**src/rtl/mole_led_driver_pkg.sv**
```systemverilog
// Shared constants and key-code helpers for the mole LED driver and keypad scanner.
// Key codes are {column[1:0], row[1:0]}; LED bit index is col*3 + row.
package mole_led_driver_pkg;

    typedef enum logic [1:0] {
        OP_LOAD   = 2'b00,
        OP_SET    = 2'b01,
        OP_CLEAR  = 2'b10,
        OP_TOGGLE = 2'b11
    } cmd_op_t;

    localparam int NUM_COLS = 3;
    localparam int NUM_ROWS = 3;
    localparam int KEY_W    = 4;
    localparam int LED_W    = NUM_COLS * NUM_ROWS;

    typedef struct packed {
        logic       valid;
        logic [3:0] index;
    } key_index_t;

    // A key is valid only when both fields fall inside the 3x3 matrix.
    function automatic key_index_t key_to_index(input logic [KEY_W-1:0] key);
        key_index_t r;
        r.valid = (key[3:2] < 2'(NUM_COLS)) && (key[1:0] < 2'(NUM_ROWS));
        r.index = {2'b00, key[3:2]} * 4'(NUM_ROWS) + {2'b00, key[1:0]};
        return r;
    endfunction

endpackage

```
**src/rtl/mole_led_driver_if.sv**
```systemverilog
// Valid/ready command port used by game logic to update the LED pattern.
interface mole_led_driver_if;
    import mole_led_driver_pkg::*;

    logic                  cmd_valid;
    logic                  cmd_ready;
    cmd_op_t               cmd_op;
    logic [KEY_W-1:0]      cmd_key;
    logic [LED_W-1:0]      cmd_data;
    logic                  cmd_err;

    modport master (
        output cmd_valid, cmd_op, cmd_key, cmd_data,
        input  cmd_ready, cmd_err
    );

    modport slave (
        input  cmd_valid, cmd_op, cmd_key, cmd_data,
        output cmd_ready, cmd_err
    );

endinterface

```
**src/rtl/mole_led_driver_led_scan_timer.sv**
```systemverilog
// Column scan timing: prescaler, slot phase and column index, plus the
// frame-boundary and blanking strobes derived from them.
module led_scan_timer #(
    parameter int SCAN_DIV    = 50,
    parameter int SLOT_TICKS  = 4,
    parameter int BLANK_TICKS = 1
) (
    input  logic       clk,
    input  logic       reset,
    output logic       frame_boundary,
    output logic       blank,
    output logic [1:0] col
);

    localparam int PW = $clog2(SCAN_DIV);
    localparam int SW = $clog2(SLOT_TICKS);

    logic [PW-1:0] presc;
    logic [SW-1:0] p;
    logic          tick;

    assign tick           = (presc == PW'(SCAN_DIV - 1));
    assign frame_boundary = tick && (col == 2'd2) && (p == SW'(SLOT_TICKS - 1));
    assign blank          = (p < SW'(BLANK_TICKS));

    always_ff @(posedge clk) begin
        if (reset) begin
            presc <= '0;
            p     <= '0;
            col   <= 2'd0;
        end else if (tick) begin
            presc <= '0;
            if (p == SW'(SLOT_TICKS - 1)) begin
                p   <= '0;
                col <= (col == 2'd2) ? 2'd0 : col + 2'd1;
            end else begin
                p <= p + SW'(1);
            end
        end else begin
            presc <= presc + PW'(1);
        end
    end

endmodule

```
**src/rtl/mole_led_driver.sv**
```systemverilog
// Scanned 3x3 LED matrix driver with a double-buffered pattern that is
// committed only at frame boundaries.
module mole_led_driver
    import mole_led_driver_pkg::*;
#(
    parameter int SCAN_DIV    = 50,
    parameter int SLOT_TICKS  = 4,
    parameter int BLANK_TICKS = 1
) (
    input  logic                clk,
    input  logic                reset,
    mole_led_driver_if.slave    cmd,
    output logic                frame_done,
    output logic [2:0]          column,
    output logic [2:0]          row
);

    logic             frame_boundary;
    logic             blank;
    logic [1:0]       col;
    logic [LED_W-1:0] shadow;
    logic [LED_W-1:0] active;
    logic [LED_W-1:0] shadow_next;
    logic [LED_W-1:0] bit_mask;
    logic             dirty;
    logic             dirty_set;
    logic             ready_q;
    logic             accept;
    logic [2:0]       col_rows;
    key_index_t       kidx;

    led_scan_timer #(
        .SCAN_DIV    (SCAN_DIV),
        .SLOT_TICKS  (SLOT_TICKS),
        .BLANK_TICKS (BLANK_TICKS)
    ) u_timer (
        .clk            (clk),
        .reset          (reset),
        .frame_boundary (frame_boundary),
        .blank          (blank),
        .col            (col)
    );

    // The commit cycle refuses commands so shadow is stable while it is copied.
    assign cmd.cmd_ready = ready_q & ~frame_boundary;
    assign accept        = cmd.cmd_valid & cmd.cmd_ready;
    assign kidx          = key_to_index(cmd.cmd_key);
    assign bit_mask      = LED_W'(1) << kidx.index;

    always_comb begin
        shadow_next = shadow;
        dirty_set   = 1'b0;
        if (accept) begin
            case (cmd.cmd_op)
                OP_LOAD: begin
                    shadow_next = cmd.cmd_data;
                    dirty_set   = 1'b1;
                end
                OP_SET: begin
                    shadow_next = shadow | bit_mask;
                    dirty_set   = kidx.valid;
                end
                OP_CLEAR: begin
                    shadow_next = shadow & ~bit_mask;
                    dirty_set   = kidx.valid;
                end
                default: begin
                    shadow_next = shadow ^ bit_mask;
                    dirty_set   = kidx.valid;
                end
            endcase
            if (!dirty_set) begin
                shadow_next = shadow;
            end
        end
    end

    always_comb begin
        case (col)
            2'd0:    col_rows = active[2:0];
            2'd1:    col_rows = active[5:3];
            default: col_rows = active[8:6];
        endcase
    end

    always_ff @(posedge clk) begin
        if (reset) begin
            shadow     <= '0;
            active     <= '0;
            dirty      <= 1'b0;
            ready_q    <= 1'b0;
            cmd.cmd_err <= 1'b0;
            frame_done <= 1'b0;
            column     <= 3'b111;
            row        <= 3'b000;
        end else begin
            ready_q     <= 1'b1;
            frame_done  <= frame_boundary;
            cmd.cmd_err <= accept && (cmd.cmd_op != OP_LOAD) && !kidx.valid;
            column      <= blank ? 3'b111 : ~(3'b001 << col);
            row         <= blank ? 3'b000 : col_rows;
            shadow      <= shadow_next;
            // Accepts and commits never share a cycle, so dirty has one writer per edge.
            if (frame_boundary && dirty) begin
                active <= shadow;
                dirty  <= 1'b0;
            end else if (dirty_set) begin
                dirty <= 1'b1;
            end
        end
    end

endmodule

```
**src/flat_wrapper.sv**
```systemverilog
// flat-port wrapper written by rule: the top's interface ports become plain ports
module mole_led_driver_flat import mole_led_driver_pkg::*;
#(
    parameter int SCAN_DIV    = 50,
    parameter int SLOT_TICKS  = 4,
    parameter int BLANK_TICKS = 1
)
  (clk, reset, frame_done, column, row, cmd_cmd_valid, cmd_cmd_op, cmd_cmd_key, cmd_cmd_data, cmd_cmd_ready, cmd_cmd_err);
  mole_led_driver_if cmd_i ();
  input  logic clk;
  input  logic reset;
  output logic frame_done;
  output logic [2:0] column;
  output logic [2:0] row;
  input wire logic [$bits(cmd_i.cmd_valid)-1:0] cmd_cmd_valid;
  input wire logic [$bits(cmd_i.cmd_op)-1:0] cmd_cmd_op;
  input wire logic [$bits(cmd_i.cmd_key)-1:0] cmd_cmd_key;
  input wire logic [$bits(cmd_i.cmd_data)-1:0] cmd_cmd_data;
  output wire logic [$bits(cmd_i.cmd_ready)-1:0] cmd_cmd_ready;
  output wire logic [$bits(cmd_i.cmd_err)-1:0] cmd_cmd_err;
  assign cmd_i.cmd_valid = cmd_cmd_valid;
  assign cmd_i.cmd_op = cmd_cmd_op;
  assign cmd_i.cmd_key = cmd_cmd_key;
  assign cmd_i.cmd_data = cmd_cmd_data;
  assign cmd_cmd_ready = cmd_i.cmd_ready;
  assign cmd_cmd_err = cmd_i.cmd_err;
  mole_led_driver #(.SCAN_DIV(SCAN_DIV), .SLOT_TICKS(SLOT_TICKS), .BLANK_TICKS(BLANK_TICKS)) u_core (.clk(clk), .reset(reset), .cmd(cmd_i), .frame_done(frame_done), .column(column), .row(row));
endmodule
```
**config.mk**
```make
export PLATFORM = sky130hd
export DESIGN_NAME = mole_led_driver_flat
export DESIGN_NICKNAME = d
export VERILOG_FILES = /design/src/rtl/mole_led_driver_pkg.sv /design/src/rtl/mole_led_driver_if.sv /design/src/rtl/mole_led_driver_led_scan_timer.sv /design/src/rtl/mole_led_driver.sv /design/src/flat_wrapper.sv
export SDC_FILE = /design/constraint.sdc
export NUM_CORES = 1
export LEC_CHECK = 0
export ABC_AREA = 1
export CAP_MARGIN = 20
export CORE_MARGIN = 3
export CORE_UTILIZATION = 59
export DETAILED_ROUTE_END_ITERATION = 16
export PLACE_DENSITY = 0.85
export SKIP_CTS_REPAIR_TIMING = 1
export SYNTH_ARGS = -nofsm -noshare
export SYNTH_HDL_FRONTEND = slang
export SYNTH_SLANG_ARGS = --single-unit
```
**constraint.sdc**
```tcl
create_clock -name clk -period 4.4 [get_ports clk]
set_input_delay 0.88 -clock clk [delete_from_list [all_inputs] [get_ports clk]]
set_output_delay 0.88 -clock clk [all_outputs]
set_load 0.02 [all_outputs]
```
---- Word level (Yosys, flattened, before mapping) ----
Index checks and enable logic that the tools add are counted.
W data, S select, Z words.
operators by class
  add/sub/neg operators ................... 4
  $mul .................................... 1
  div/mod/pow operators ................... 0
  $lt $le $gt $ge ......................... 3
  equality and inequality tests ........... 6
  shifts and indexed selects .............. 2
  mux-type cells .......................... 8
  bitwise gates (word level) .............. 8
  reduce and logical (&&, ||, !) cells .... 15
operator list
  kind                   count
  $pmux W9 S3            1
  $and A9 B9 Y9          1
  $not A9 Y9             1
  $or A9 B9 Y9           1
  $shl A1 B4 Y9 const A  1
  $xor A9 B9 Y9          1
  $add A6 B1 Y6 const B  1
  $eq A2 B2 Y1 const B   3
  $eq A6 B6 Y1 const B   1
  $logic_and A1 B1 Y1    6
  $pmux W3 S2            1
  $reduce_or A2 Y1       3
  $add A2 B1 Y2 const B  2
  $add A4 B2 Y4          1
  $eq A2 B1 Y1 const B   2
  $logic_not A2 Y1       2
  $lt A2 B2 Y1 const B   2
  $mul A2 B2 Y4 const B  1
  $mux W1                4
  $mux W2                2
  $reduce_and A2 Y1      2
  $not A3 Y3             1
  $shl A1 B2 Y3 const A  1
  $and A1 B1 Y1          2
  4 further kinds        4
storage, ports and cells
  flip-flop bits (word level) ............. 38
  latch bits .............................. 0
  memory bits (writable) .................. 0
  memory bits (read-only) ................. 0
  input bits .............................. 18
  output and inout bits ................... 9
  word-level logic and storage cells ...... 58
  memories kept ........................... 0

---- Longest topological paths before layout ----
Gate-level depths: netlist (run 1).
  depth after elaboration ................. 8
  depth in mapped cells ................... 14

---- Hierarchy ----
A second synthesis (run 1) with hierarchy kept.
second synthesis, totals
  cells, all modules ...................... 322
  area total of the unflattened synthesis .. 2302.2 µm²
modules (own cells, without submodules)
  module           times used  cells an instance  area each (µm²)  seq. area each (µm²)
  mole_led_driver  1           255                1780.5           560.5
  led_scan_timer   1           67                 521.8            200.2

---- Worst setup path after synthesis (run 1) ----
Ideal clock, no wire load.
  kind .................................... input to register
  start ................................... input port cmd_cmd_key[1]
  end ..................................... register u_core.shadow[7]
  library setup time ...................... 0.113 ns
  arrival time ............................ 3.048 ns
  path slack .............................. 1.240 ns
  stages .................................. 13
  cell sequence ........................... inv_1 > fa_1 > inv_1 > ha_1 > inv_1 > fa_1 > nor2_1 > nand2_1 > ha_1 > nand2_1 > o2111ai_1 > nor2_1 > nor2_1
on the way
  word-level cells in the longest chain between the ends .. 5
  elaborated cells between the ends (all ways) .. 12
  those cells by class .................... add/sub: 1; order compare: 1; shift: 1; mux: 3; bitwise: 4; reduce/logical: 2
ends and longest elaborated chain
  element                                               RTL line                                              RTL
  from (decl)                                           flat_wrapper.sv:17                                    input wire logic [$bits(cmd_i.cmd_key)-1:0] cmd_cmd_key;
  $add A4 B2 Y4 or $lt A2 B2 Y1 (tied branches)         mole_led_driver_pkg.sv:26, mole_led_driver_pkg.sv:25
  $shl A1 B4 Y9 or $logic_and A1 B1 Y1 (tied branches)  mole_led_driver.sv:48, mole_led_driver_pkg.sv:25
  $not A9 Y9 or $mux W1 (tied branches)                 mole_led_driver.sv:64, mole_led_driver.sv:54
  $and A9 B9 Y9 or $mux W1 (tied branches)              mole_led_driver.sv:64, mole_led_driver.sv:53
  $pmux W9 S3 or $reduce_and A2 Y1 (tied branches)      -
  to (signal assigned)                                  mole_led_driver.sv:102                                shadow <= shadow_next;
  to (decl)                                             mole_led_driver.sv:21                                 logic [LED_W-1:0] shadow;
Parallel ways exist; a longest one is shown, timed or not. The select of a mux whose other input is x is not followed.
A chain may end at the register's enable or synchronous reset.

---- Worst setup path in the final report (run 1) ----
  start ................................... input port cmd_cmd_key[3]
  end ..................................... register u_core.shadow[7]
on the way
  word-level cells in the longest chain between the ends .. 6
  elaborated cells between the ends (all ways) .. 13
  those cells by class .................... add/sub: 1; mul: 1; order compare: 1; shift: 1; mux: 3; bitwise: 4; reduce/logical: 2
ends and longest elaborated chain
  element        RTL line                   RTL
  $mul A2 B2 Y4  mole_led_driver_pkg.sv:26  r.index = {2'b00, key[3:2]} * 4'(NUM_ROWS) + {2'b00, key[1:0]};
  $add A4 B2 Y4  mole_led_driver_pkg.sv:26
  $shl A1 B4 Y9  mole_led_driver.sv:48      assign bit_mask = LED_W'(1) << kidx.index;
  $not A9 Y9     mole_led_driver.sv:64      shadow_next = shadow & ~bit_mask;
  $and A9 B9 Y9  mole_led_driver.sv:64
  $pmux W9 S3    mole_led_driver.sv:54      case (cmd.cmd_op)
Parallel ways exist; a longest one is shown, timed or not. The select of a mux whose other input is x is not followed.

==> results of run 1 <==
## cell usage after synthesis, types with 3 or more instances
library cell  number  area [um^2]
nand2_1           83          312
nor2_1            53          199
dfxtp_1           38          761
inv_1             37          139
ha_1              25          313
o21ai_0           13         65.1
o2111ai_1          9         78.8
a21oi_1            5         25.0
nand3_1            5         25.0
nor2_4             3         33.8
## logic make-up (layout without fill, tap and decap cells)
logic type,count (synthesis),count (layout)
and+or+nand+nor,151,151
xor gates and xnor gates,2,2
adders and majority gates,27,27
DFF,38,38
AOI/OAI and AO/OA,30,30
buffers and inverters,43,74
## worst reg2reg max path: stages, from the launching register on
cell	delay (ns)
dfxtp_1	0.40
ha_1	0.16
inv_1	0.04
nor2_2	0.16
nand4_4	0.15
nor2_4	0.24
inv_2	0.14
nor2_1	0.15
nor2_1	0.07
## report_power, final
group	internal, mW	switching (mW)	leakage (nW)	total [mW]
combinational	0.0516	0.0686	0.824	0.120
sequential	0.353	0.00774	0.309	0.361
clock	0.0769	0.119	0.0343	0.196
## layer usage
layer  routed length [um]  vias to the layer above  GRT usage, %
li1                     -                      969             -
met1                 2040                      846          28.0
met2                 2010                       37          36.6
met3                  167                        4          4.08
met4                   31                        0          4.57
met5                    0                        -             0
## stage by stage
stage | total power [mW] | area, um^2
2_1_floorplan | 0.450 | 2150
3_3_place_gp | 0.483 | 2450
3_5_place_dp | 0.489 | 2450
4_1_cts | 0.677 | 2510
5_1_grt | 0.713 | 2510
6_report | 0.677 | 2510
## cell type report
cell class / instances / area, um^2 / area share (%)
inverter: 40 / 150 / 5.98
sequential: 38 / 761 / 30.3
tap: 46 / 57.6 / 2.29
clock inverter: 2 / 12.5 / 0.499
multi-input combinational: 210 / 1220 / 48.5
timing repair buffer: 26 / 260 / 10.4
clock buffer: 6 / 51.3 / 2.04
## flip-flops by register name (all words and copies together) (netlist names)
name,count
u_core.shadow,9
u_core.frame_done,1
u_core.ready_q,1
u_core.active,9
u_core.row,3
u_core.dirty,1
u_core.column,3
u_core.cmd.cmd_err,1
u_core.u_timer.presc,6
u_core.u_timer.col,2
u_core.u_timer.p,2
## final timing paths
check	from	end
worst max-delay path	cmd_cmd_key[3]	u_core.shadow[7]
worst min-delay path	u_core.u_timer.presc[0]	u_core.u_timer.presc[0]
worst max register to register	u_core.u_timer.presc[0]	u_core.active[5]
worst min register to register	u_core.u_timer.presc[0]	u_core.u_timer.presc[0]
==> results.yml, run 1 <==
pwr:
  peakVddDrop_uv: 219
  power_density_nw_per_um2: 270
  cellLeakagePower_nw: 1.17
die:
  rows: 21
  die-area_um2: 4400
  die_x_um: 66.3
  pin_count: 27
  initial_utilization_pct: 62.9
  die_h_um: 66.3
  core_area_um2: 3420
drt:
  drcViolationCount: 0
  wl_per_cell_um: 11.6
  routed_wl_um: 4250
  viasPerCell: 5.04
  vias: 1856
  firstDrtPassIters: 4
  ant_nets: 0
  drt_first_iter_violations: 71
layout:
  layout_common_cells: "83 x nand2_1, 53 x nor2_1, 38 x dfxtp_1, 37 x inv_1, 26 x clkdlybuf4s50_1"
  final_util_pct: 73.5
  final_cell_count_no_fill: 368
  layout_commonest_cell: "nand2_1"
  nFillCells: 289
  antenna_cells: 0
  drive_gt1_share_pct: 6.21
  syn2layout_area_growth_pct: 16.9
  nNetsFinal: 366
timing:
  rsz0062_at_grt: "false"
  hold_ws_ns: 0.482
  clock_skew_ns: 0.0121
  finalSetupTns_ns: 0
  slew_viol_final: 0
  finalSetupViolations: 0
  fmax_mhz: 283
  period_share_pct: 80.2
  tightest_slew_ns: 0.652
  slew_headroom_pct: 56.5
  layout_setup_ws_ns: 0.871
  min_period_ns: 3.53
  finalHoldViolations: 0
cts:
  htreeDepth: 2
  numCtsBuffers: 5
  cts_tree: "built"
  clockRootBuffer: "clkbuf_4"
  cts.sinks: 38
  clk_pin_slew_worst_paths_ns: 0.12
  max-clock-path-buffers: 2
  clkLatencyLatePin_ns: 0.34
worst_setup_path:
  crit_chain: "clkdlybuf4s50_1 -> inv_1 -> fa_1 -> inv_1 -> ha_1 -> inv_1 -> fa_1 -> nor2_1 -> nand2_1 -> ha_1 -> nand2_1 -> o2111ai_1 -> nor2_1 -> nor2_1"
  r2r_cells: 8
  crit_required_ns: 4.64
  crit_family: "adder cells"
  critical_path_class: "in2reg"
  cp_num_buf_inv: 4
  crit_fanout: 4
  cp_slowest_cell: "fa_1"
  cp_data_arrival_time_ns: 3.77
  slowest_delay_ns: 0.53
  rrSetupSlack_ns: 2.78
  crit_cells: 14
  critPathCaptureType: "register"
  start_kind: "input port"
logic_synthesis:
  syn-cell-area_um2: 2150
  async_reset_ff_share_pct: 0
  ys_seq_elements: 38
  synth_cell_types: 24
  netlist_instances: 291
  synth_compound_area_share_pct: 9.50
  synth_nets: 336
  yosys.area_share.adder_pct: 16.4
  yosys_warnings: 0
  synth-seq-area-share_pct: 35.4
  ys.flop_type: "dfxtp_1"
  yosys.area_share.xor_xnor_pct: 0.816
  synthSimpleGateAreaFrac_pct: 30.0
  synth_edf_count: 0
  synth.avg_cell_area_um2: 7.38
  synth_top_family_by_area: "simple AND/OR/NAND/NOR gates"
  synth_mux_area_share_pct: 0
global_route:
  grt_max_degree: 25
  gr-usage-all-layers_pct: 21.4
  grt_pass1_wl_um: 7310
  antenna_found_initial: 0
  grt_remaining_overflow: 0
  grt_pass1_vias: 1683
placed_design:
  pre_cts_ws_ns: 0.524
  dp_hpwl_um: 3240
  portBuffers: 26
  dp_cells: 360
  gp_congestion: 0.848
min_path:
  holdCritPathClass: "reg2reg"
  whs_path_depth: 1
run_status:
  status: "completed"
run:
  maxCapViolations: 0
Power figures use the tool's default switching activity.
==> run 2: changes to the inputs <==
Settings changed: CORE_UTILIZATION 59 to 50, PLACE_DENSITY 0.85 to 0.77.
Clock period 4.4 ns to 3 ns, I/O delays scaled along.
==> results.yml, run 2 (same netlist as run 1, synthesis figures left out) <==
run_status:
  status: "completed"
cts:
  clkLatencyLatePin_ns: 0.29
  clockRootBuffer: "clkbuf_8"
  cts_tree: "built"
  htreeDepth: 2
  max-clock-path-buffers: 2
  numCtsBuffers: 5
  clk_pin_slew_worst_paths_ns: 0.08
  cts.sinks: 38
global_route:
  antenna_found_initial: 0
  gr-usage-all-layers_pct: 18.6
  grt_pass1_vias: 1758
  grt_remaining_overflow: 0
  grt_pass1_wl_um: 7540
  grt_max_degree: 20
placed_design:
  dp_cells: 370
  portBuffers: 26
  dp_hpwl_um: 3360
  gp_congestion: 0.829
  pre_cts_ws_ns: -0.516
pwr:
  power_density_nw_per_um2: 417
  peakVddDrop_uv: 243
  pwr-share-seq_pct: 48.5
  switchingPower_mw: 0.303
  comb_power_share_pct: 17.5
  p_clk_share_pct: 34.1
  switching_share_pct: 27.7
  cellLeakagePower_nw: 1.24
  power.internal_mw: 0.789
drt:
  wl_per_cell_um: 11.5
  drcViolationCount: 0
  routed_wl_um: 4350
  firstDrtPassIters: 4
  drt_first_iter_violations: 100
  viasPerCell: 4.79
  vias: 1817
  ant_nets: 0
layout:
  nFillCells: 357
  final_cell_count_no_fill: 379
  layout_common_cells: "82 x nand2_1, 52 x nor2_1, 38 x dfxtp_1, 34 x inv_1, 25 x ha_1"
  nNetsFinal: 373
  antenna_cells: 0
  syn2layout_area_growth_pct: 21.9
  drive_gt1_share_pct: 10.0
  top_regs: "u_core.active x9, u_core.shadow x9, u_core.u_timer.presc x6"
  layout_commonest_cell: "nand2_1"
timing:
  rsz0062_at_grt: "false"
  period_share_pct: 94.5
  finalSetupViolations: 0
  tightest_slew_ns: 0.411
  finalSetupTns_ns: 0
  finalHoldViolations: 0
  slew_viol_final: 0
  clock_skew_ns: 0.00717
  fmax_mhz: 353
  min_period_ns: 2.83
  slew_headroom_pct: 72.6
  layout_setup_ws_ns: 0.166
die:
  die_h_um: 71.5
  pin_count: 27
  initial_utilization_pct: 52.9
  rows: 23
  core_area_um2: 4060
  die-area_um2: 5120
  die_x_um: 71.5
worst_setup_path:
  r2r_cells: 8
  cp_data_arrival_time_ns: 3.02
  critPathCapture: "u_core.shadow[2]"
  rrSetupSlack_ns: 1.45
  critPathCaptureType: "register"
  startpoint: "cmd_cmd_key[2]"
  start_kind: "input port"
  critical_path_class: "in2reg"
  worstReg2RegStart: "u_core.u_timer.presc[0]"
  crit_required_ns: 3.19
  crit_fanout: 4
  rr_endpoint: "u_core.active[3]"
min_path:
  holdCritPathClass: "reg2reg"
run:
  maxCapViolations: 0
run 2: worst min path at each step:
stage                             from                      end  depth (start not counted)
3_5_place_dp   u_core.u_timer.presc[0]  u_core.u_timer.presc[0]                          1
3_3_place_gp   u_core.u_timer.presc[0]  u_core.u_timer.presc[0]                          1
6_report       u_core.u_timer.presc[0]  u_core.u_timer.presc[0]                          1
4_1_cts        u_core.u_timer.presc[0]  u_core.u_timer.presc[0]                          1
5_1_grt        u_core.u_timer.presc[0]  u_core.u_timer.presc[0]                          1
2_1_floorplan  u_core.u_timer.presc[0]  u_core.u_timer.presc[0]                          1
run 2: worst max-delay path, stage by stage:
cell,delay (ns)
dlymetal6s2s_1,0.12
inv_2,0.05
fa_1,0.49
inv_1,0.07
ha_1,0.14
inv_1,0.05
fa_1,0.59
nand2_1,0.08
inv_2,0.08
nand2_2,0.07
ha_1,0.27
nand2_1,0.10
o2111ai_2,0.12
nor2_1,0.13
nor2_1,0.06
run 2: final cells by class:
cell class | instances | area (um^2) | area share [%]
multi-input cells | 210 | 1230 | 46.9
flip-flops and latches | 38 | 761 | 29.1
clock buffers | 6 | 82.6 | 3.15
clock inverters | 2 | 12.5 | 0.478
well taps | 50 | 62.6 | 2.39
repair buffers | 33 | 320 | 12.2
inverters | 40 | 150 | 5.74
run 2: metrics by stage:
stage                     total power, mW  utilization, %  hold WS (ns)  cell area, um^2
final                                1.09            64.5         0.477             2620
after global routing                 1.16            64.5         0.504             2620
after CTS                            1.09            63.9         0.483             2590
after detailed placement            0.725            61.5         0.465             2500
after global placement              0.717            61.5         0.457             2500
after floorplan                     0.660               -         0.434             2150
run 2: routing by layer:
layer	GRT usage, %	up-vias	wire length [um]	share of wire [%]
met1	23.6	792	2050	47
met5	0	-	0	0
li1	-	985	-	-
met3	6.03	4	212	4.9
met4	7.10	0	45	1.0
met2	29.4	36	2040	47
run 2: power by group through the flow:
stage	sequential (mW)	clock, mW	combinational, mW
2_1_floorplan	0.538	0	0.122
4_1_cts	0.529	0.379	0.184
6_report	0.529	0.372	0.191
5_1_grt	0.531	0.407	0.218
3_5_place_dp	0.541	0	0.184
3_3_place_gp	0.540	0	0.177
==> run 3: changes to the inputs <==
Settings changed: CORE_UTILIZATION 50 to 35, PLACE_DENSITY 0.77 to 0.58, SLEW_MARGIN set to 20.
==> results.yml, run 3 (same netlist as run 1, synthesis figures left out) <==
run_status:
  status: "completed"
layout:
  final_cell_count_no_fill: 400
  syn2layout_area_growth_pct: 22.6
  top_regs: "u_core.active x9, u_core.shadow x9, u_core.u_timer.presc x6"
  nNetsFinal: 372
  multi_input_area_um2: 1230
  seqCellArea_um2: 761
  layout_common_cells: "81 x nand2_1, 52 x nor2_1, 38 x dfxtp_1, 34 x inv_1, 25 x ha_1"
  drive_gt1_share_pct: 10.4
  antenna_cells: 0
  nFillCells: 597
  layout_commonest_cell: "nand2_1"
worst_setup_path:
  r2r_cells: 8
  critical_path_class: "in2reg"
  crit_fanout: 4
  critPathCaptureType: "register"
  worstReg2RegStart: "u_core.u_timer.presc[0]"
  crit_required_ns: 3.19
  start_kind: "input port"
  rr_endpoint: "u_core.active[2]"
  rrSetupSlack_ns: 1.49
  cp_data_arrival_time_ns: 3.01
die:
  initial_utilization_pct: 37.6
  die_h_um: 84.3
  die_x_um: 84.3
  pin_count: 27
  rows: 27
  core_area_um2: 5710
  die-area_um2: 7110
drt:
  drcViolationCount: 0
  firstDrtPassIters: 4
  wl_per_cell_um: 10.4
  ant_nets: 0
  drt_first_iter_violations: 42
  vias: 1796
  routed_wl_um: 4150
  viasPerCell: 4.49
pwr:
  power_density_nw_per_um2: 415
  cellLeakagePower_nw: 1.23
  peakVddDrop_uv: 187
global_route:
  grt_remaining_overflow: 0
  grt_pass1_vias: 1705
  met1_usage_pct: 16.5
  grt_max_degree: 21
  grtUsageMet3_pct: 3.24
  grt_pass1_wl_um: 7520
  antenna_found_initial: 0
  gr-usage-all-layers_pct: 12.7
  grt.busiest_layer: "met2"
  use_met2_pct: 21.4
cts:
  clk_pin_slew_worst_paths_ns: 0.08
  htreeDepth: 2
  clockRootBuffer: "clkbuf_8"
  numCtsBuffers: 5
  cts_tree: "built"
  max-clock-path-buffers: 2
  cts.sinks: 38
  clkLatencyLatePin_ns: 0.29
timing:
  finalSetupViolations: 0
  slew_viol_final: 0
  rsz0062_at_grt: "false"
  layout_setup_ws_ns: 0.181
  hold_ws_ns: 0.477
  clock_skew_ns: 0.00908
  period_share_pct: 94.0
  tightest_slew_ns: 0.414
  finalHoldViolations: 0
  min_period_ns: 2.82
  fmax_mhz: 355
  slew_headroom_pct: 72.3
placed_design:
  pre_cts_ws_ns: -0.525
  dp_cells: 392
  dp_hpwl_um: 3180
  gp_congestion: 0.812
  portBuffers: 26
min_path:
  holdCritPathClass: "reg2reg"
  hp-start: "u_core.u_timer.presc[0]"
  min_delay_worst_endpoint: "u_core.u_timer.presc[0]"
  whs_path_depth: 1
run:
  maxCapViolations: 0
## run 3: stage by stage
stage	area [um^2]	TNS (ns)	power, mW	util [%]
2_1_floorplan	2150	0	0.660	-
3_3_place_gp	2520	-3.76	0.723	44.2
3_5_place_dp	2520	-4.22	0.727	44.2
4_1_cts	2620	-1.30	1.10	45.9
5_1_grt	2630	0	1.16	46.1
6_report	2630	0	1.09	46.1
## run 3: routing by layer
layer | vias up | wire length (um)
met3 | 4 | 155
met2 | 26 | 1850
met5 | - | 0
met4 | 0 | 43
li1 | 986 | -
met1 | 780 | 2100
## run 3: how the worst max path moves through the flow
stage	slack, ns	from	end
6_report	0.18	cmd_cmd_key[1]	u_core.shadow[1]
5_1_grt	0.009	cmd_cmd_key[1]	u_core.shadow[3]
4_1_cts	-0.20	cmd_cmd_key[1]	u_core.shadow[7]
3_5_place_dp	-0.53	cmd_cmd_key[1]	u_core.shadow[7]
3_3_place_gp	-0.46	cmd_cmd_key[1]	u_core.shadow[7]
2_1_floorplan	0.12	cmd_cmd_key[1]	u_core.shadow[7]
## run 3: critical path, stage by stage
cell	delay, ns
dlymetal6s2s_1	0.13
inv_1	0.07
fa_1	0.42
inv_1	0.07
ha_1	0.14
inv_1	0.05
fa_1	0.57
buf_4	0.12
nand2_1	0.05
inv_2	0.09
nand2_2	0.08
ha_1	0.28
nand2_1	0.06
o2111ai_1	0.11
nor2_1	0.12
nor2_1	0.06
## run 3: final cells by class
cell class / count / area share (%)
Clock inverter: 2 / 0.475
Tap cell: 72 / 3.42
Timing Repair Buffer: 32 / 11.6
Inverter: 40 / 5.70
Clock buffer: 6 / 3.14
Sequential cell: 38 / 28.9
Multi-Input combinational cell: 210 / 46.8
## run 3: report_power, final
part,total [mW],internal [mW],switching (mW)
Combinational,0.188,0.0851,0.103
Clock,0.375,0.185,0.190
Sequential,0.530,0.518,0.0120
Total,1.09,0.788,0.305
==> edit 1 (config.mk and constraints of run 3) <==
`SLOT_TICKS` is set to 4 in 3 places; all go to 8.
--- a/src/rtl/mole_led_driver_led_scan_timer.sv
+++ b/src/rtl/mole_led_driver_led_scan_timer.sv
@@ -3,5 +3,5 @@
 module led_scan_timer #(
     parameter int SCAN_DIV    = 50,
-    parameter int SLOT_TICKS  = 4,
+    parameter int SLOT_TICKS  = 8,
     parameter int BLANK_TICKS = 1
 ) (
--- a/src/rtl/mole_led_driver.sv
+++ b/src/rtl/mole_led_driver.sv
@@ -5,5 +5,5 @@
 #(
     parameter int SCAN_DIV    = 50,
-    parameter int SLOT_TICKS  = 4,
+    parameter int SLOT_TICKS  = 8,
     parameter int BLANK_TICKS = 1
 ) (
--- a/src/flat_wrapper.sv
+++ b/src/flat_wrapper.sv
@@ -3,5 +3,5 @@
 #(
     parameter int SCAN_DIV    = 50,
-    parameter int SLOT_TICKS  = 4,
+    parameter int SLOT_TICKS  = 8,
     parameter int BLANK_TICKS = 1
 )
Behaviour: same outputs for any inputs over 10 cycles, from zero or initial values and one cycle with reset high; that may be too few to reach the edited logic, so the function may still have changed.
==> edit 1 against run 3 <==
Design area rose by 4.3%; worst hold slack got worse by 0.032 ns; total power up 1.3%; die area is 3.0% higher; synthesized area up 3.3%; global-route usage rose by 0.16 points; sequential cell count up 1; setup slack gained 0.010 ns; wire length rose by 6.1%.
==> edit 1: results (changes against run 3) <==
----------------------------------------------------
[Run status]
  Outcome ... finished, final reports clean

[Drt]
  Wirelength per Cell ... 10.9 µm (+5.5%)
  Met2 wire len ... 2020 µm (+9.3%)
  DR vias ... 1857 (+3.4%)
  Detailed router's first-iteration violation count ... 38 (-9.5%)

[Synth]
  Sequential fraction of the synthesis area ... 0.352 (-0.00217)
  Distinct cells, synth ... 26 (+8.3%)
  Fraction of the mapped netlist area in compound gates ... 0.134 (+0.0393)
  Area share of xor/xnor cells in the synthesized design ... 0.00790 (-0.000258)
  Leading post-synthesis cells by instance count ... nand2_1, inv_1, dfxtp_1

[Final layout]
  Multi-input combinational cell count ... 200 (-4.8%)
  Count of inverters not on the clock network in the layout ... 47 (+18%)
  Number of filler instances in the final layout ... 627 (+5.0%)
  Number of buffers outside the clock class in the layout ... 33 (+3.1%)
  Post-synthesis to final-layout area growth ... 23.8%
  Clock-cell share of area ... 0.0310 (-0.00513)

[Setup path]
  Cell with the largest stage delay on the worst path ... fa_2
  Reg-to-reg endpoint ... u_core.shadow[6]
  Reg2Reg Setup Slack ... 1.41 ns (-0.08 ns)
  Delay contributed by the slowest stage of the critical path ... 0.61 ns (+0.04 ns)
  Launch point of the critical path ... cmd_cmd_key[2]
  Length in cells of the worst reg-to-reg path ... 7 (-1)
  R2R Path Start ... u_core.u_timer.p[0]

[Global route]
  Global routing usage on met3 ... 0.0355 (+0.00316)
  Met2 global-route usage ... 0.215 (+0.000916)
  Wire length of the first global-routing pass ... 7600 µm (+1.1%)
  Maximum number of pins on one net before global-route repair ... 20 (-4.8%)

[Placement]
  Number of cells after detailed placement ... 393 (+0.26%)
  Placement Cell Area ... 0.00258 mm² (+2.4%)
  Final HPWL DP ... 3380 µm (+6.3%)

[Power]
  P_leak ... 1.21 nW (-1.6%)

[Hold path]
  Critical hold path startpoint ... u_core.active[4]
  Capture endpoint of the worst hold path ... u_core.active[4]

----------------------------------------------------
[edit 1: logic make-up after synthesis]
family	count (synthesis)
compound gates	48
flops	39
xor+xnor	2
simple gates	123
fa+ha+maj	27
buf+inv	51
[edit 1: through the flow]
step / hold WS (ns) / utilization / total power [mW] / setup slack [ns]
after floorplan: 0.424 / - / 0.679 / 0.143
after global placement: 0.435 / 0.429 / 0.740 / -0.476
after detailed placement: 0.436 / 0.429 / 0.749 / -0.570
after CTS: 0.447 / 0.443 / 1.10 / -0.241
after global routing: 0.463 / 0.456 / 1.19 / 0.0217
final: 0.445 / 0.456 / 1.11 / 0.192
[edit 1: power by group]
group          total, mW  switching (mW)  leakage (nW)  internal, mW
Combinational      0.214           0.116         0.852        0.0978
Sequential         0.544          0.0128         0.317         0.531
Clock              0.348           0.186        0.0412         0.163
Total               1.11           0.315          1.21         0.791
==> edit 2 (settings of run 3) <==
Without the edit above. Make the reset (`reset`) asynchronous in 2 clocked blocks.
--- a/src/rtl/mole_led_driver_led_scan_timer.sv
+++ b/src/rtl/mole_led_driver_led_scan_timer.sv
@@ -24,5 +24,5 @@
     assign blank          = (p < SW'(BLANK_TICKS));
 
-    always_ff @(posedge clk) begin
+    always_ff @(posedge clk or posedge reset) begin
         if (reset) begin
             presc <= '0;
--- a/src/rtl/mole_led_driver.sv
+++ b/src/rtl/mole_led_driver.sv
@@ -84,5 +84,5 @@
     end
 
-    always_ff @(posedge clk) begin
+    always_ff @(posedge clk or posedge reset) begin
         if (reset) begin
             shadow     <= '0;
Function: differs if reset is asserted again (counterexample within 4 cycles, from zero or initial values and one cycle with reset high); with reset held inactive, the same outputs for 10 cycles.
==> edit 2 against run 3 <==
Synthesized area rose by 8.0%; setup slack improved by 0.036 ns; sequential cell count is the same; design area up 10%; wire length grew 8.9%; sequential share of layout area up 4.0 points; total power rose by 15%; die area grew 7.4%; first-iteration DRC count rose by 90%; critical path type unchanged; critical endpoint is now u_core.shadow[1].
==> edit 2: results (changes against run 3) <==
----------------------------------------------------
[STA]
  Total of endpoints with negative setup slack in the final report ... 0 (unchanged)
  Worst setup skew after layout ... 0.00727 ns (-0.00181 ns)

[Power]
  P_leak ... 1.46 nW (+19%)

[Final layout]
  Final net count ... 362 (-2.7%)
  Multi-input combinational area share ... 0.421 (-0.0466)
  Fraction of final layout cells sized beyond drive strength 1 ... 0.186 (+0.0819)
  Area of all sequential standard cells ... 955 µm² (+25%)
  Multi-input combinational cell count ... 187 (-11%)
  Non-clock buffering overhead in the final layout ... 0.121 (+0.00482)
  Number of filler instances in the final layout ... 632 (+5.9%)
  Count of inverters not on the clock network in the layout ... 48 (+20%)
  Number of buffers outside the clock class in the layout ... 37 (+16%)
  Final cell utilization of the core ... 0.454 (-0.00695)
  Clock-cell share of area ... 0.0328 (-0.00333)

[Synth]
  Sequential fraction of the synthesis area ... 0.412 (+0.0575)
  Area share of xor/xnor cells in the synthesized design ... 0.00756 (-0.000603)
  Most used DFF post-synth ... dfrtp_1
  Net count after synthesis ... 321 (-4.5%)
  Fraction of the mapped netlist area in compound gates ... 0.0853 (-0.00972)
  Synth top area cells ... dfrtp_1, nand2_1, ha_1
  Mapped Cells ... 276 (-5.2%)
  Mapped Area ... 0.00232 mm² (+8.0%)
  Proportion of synthesized flip-flops having asynchronous set or reset ... 1.00 (+1.00)
  Leading post-synthesis cells by instance count ... nand2_1, inv_1, dfrtp_1
  Synthesized-area fraction occupied by adder cells ... 0.152 (-0.0122)

[Placement]
  Placement Cell Area ... 0.00272 mm² (+7.9%)
  Final HPWL DP ... 3380 µm (+6.6%)
  Routability-driven placement congestion ratio ... 0.767 (-5.5%)
  # port buffers ... 26 (unchanged)

[Global route]
  Maximum number of pins on one net before global-route repair ... 39 (+86%)
  Wire length of the first global-routing pass ... 7670 µm (+1.9%)
  Global router's overall resource usage ... 0.128 (+0.000195)
  Number of global-route vias before repair ... 1679 (-1.5%)

[Drt]
  Final wirelength ... 4520 µm (+8.9%)
  DR vias ... 1820 (+1.3%)
  Detailed router's first-iteration violation count ... 80 (+90%)

[Setup path]
  Cell with the largest stage delay on the worst path ... fa_2
  Delay contributed by the slowest stage of the critical path ... 0.61 ns (+0.04 ns)
  Critical path arrival ... 2.97 ns (-0.04 ns)

[Clock network]
  Maximum clock path buffer count ... 2 (unchanged)

[Run status]
  Outcome ... finished, final reports clean

----------------------------------------------------
[edit 2: report_power, final]
part | internal (mW) | leakage, nW | total [mW] | switching, mW
sequential | 0.544 | 0.491 | 0.572 | 0.0281
combinational | 0.137 | 0.927 | 0.309 | 0.173
clock | 0.185 | 0.0472 | 0.372 | 0.187
[edit 2: path summary, 6_finish.rpt]
kind | start | end | cells after the start | slack [ns]
max | cmd_cmd_key[2] | u_core.shadow[1] | 15 | 0.22
min in group asynchronous | reset | u_core.u_timer.presc[1] | 3 | 0.73
min | u_core.active[7] | u_core.active[7] | 2 | 0.49
min reg2reg | u_core.active[7] | u_core.active[7] | 2 | 0.49
max reg2reg | u_core.u_timer.presc[0] | u_core.shadow[7] | 8 | 1.46
max in group asynchronous | reset | u_core.column[1] | 3 | 1.91
[edit 2: routing by layer]
layer  GRT usage  part of all wire  vias to the layer above
met5           0                 0                        -
met2       0.210              0.48                       26
met3      0.0303             0.029                        4
met1       0.170              0.49                      849
li1            -                 -                      941
met4      0.0293            0.0075                        0
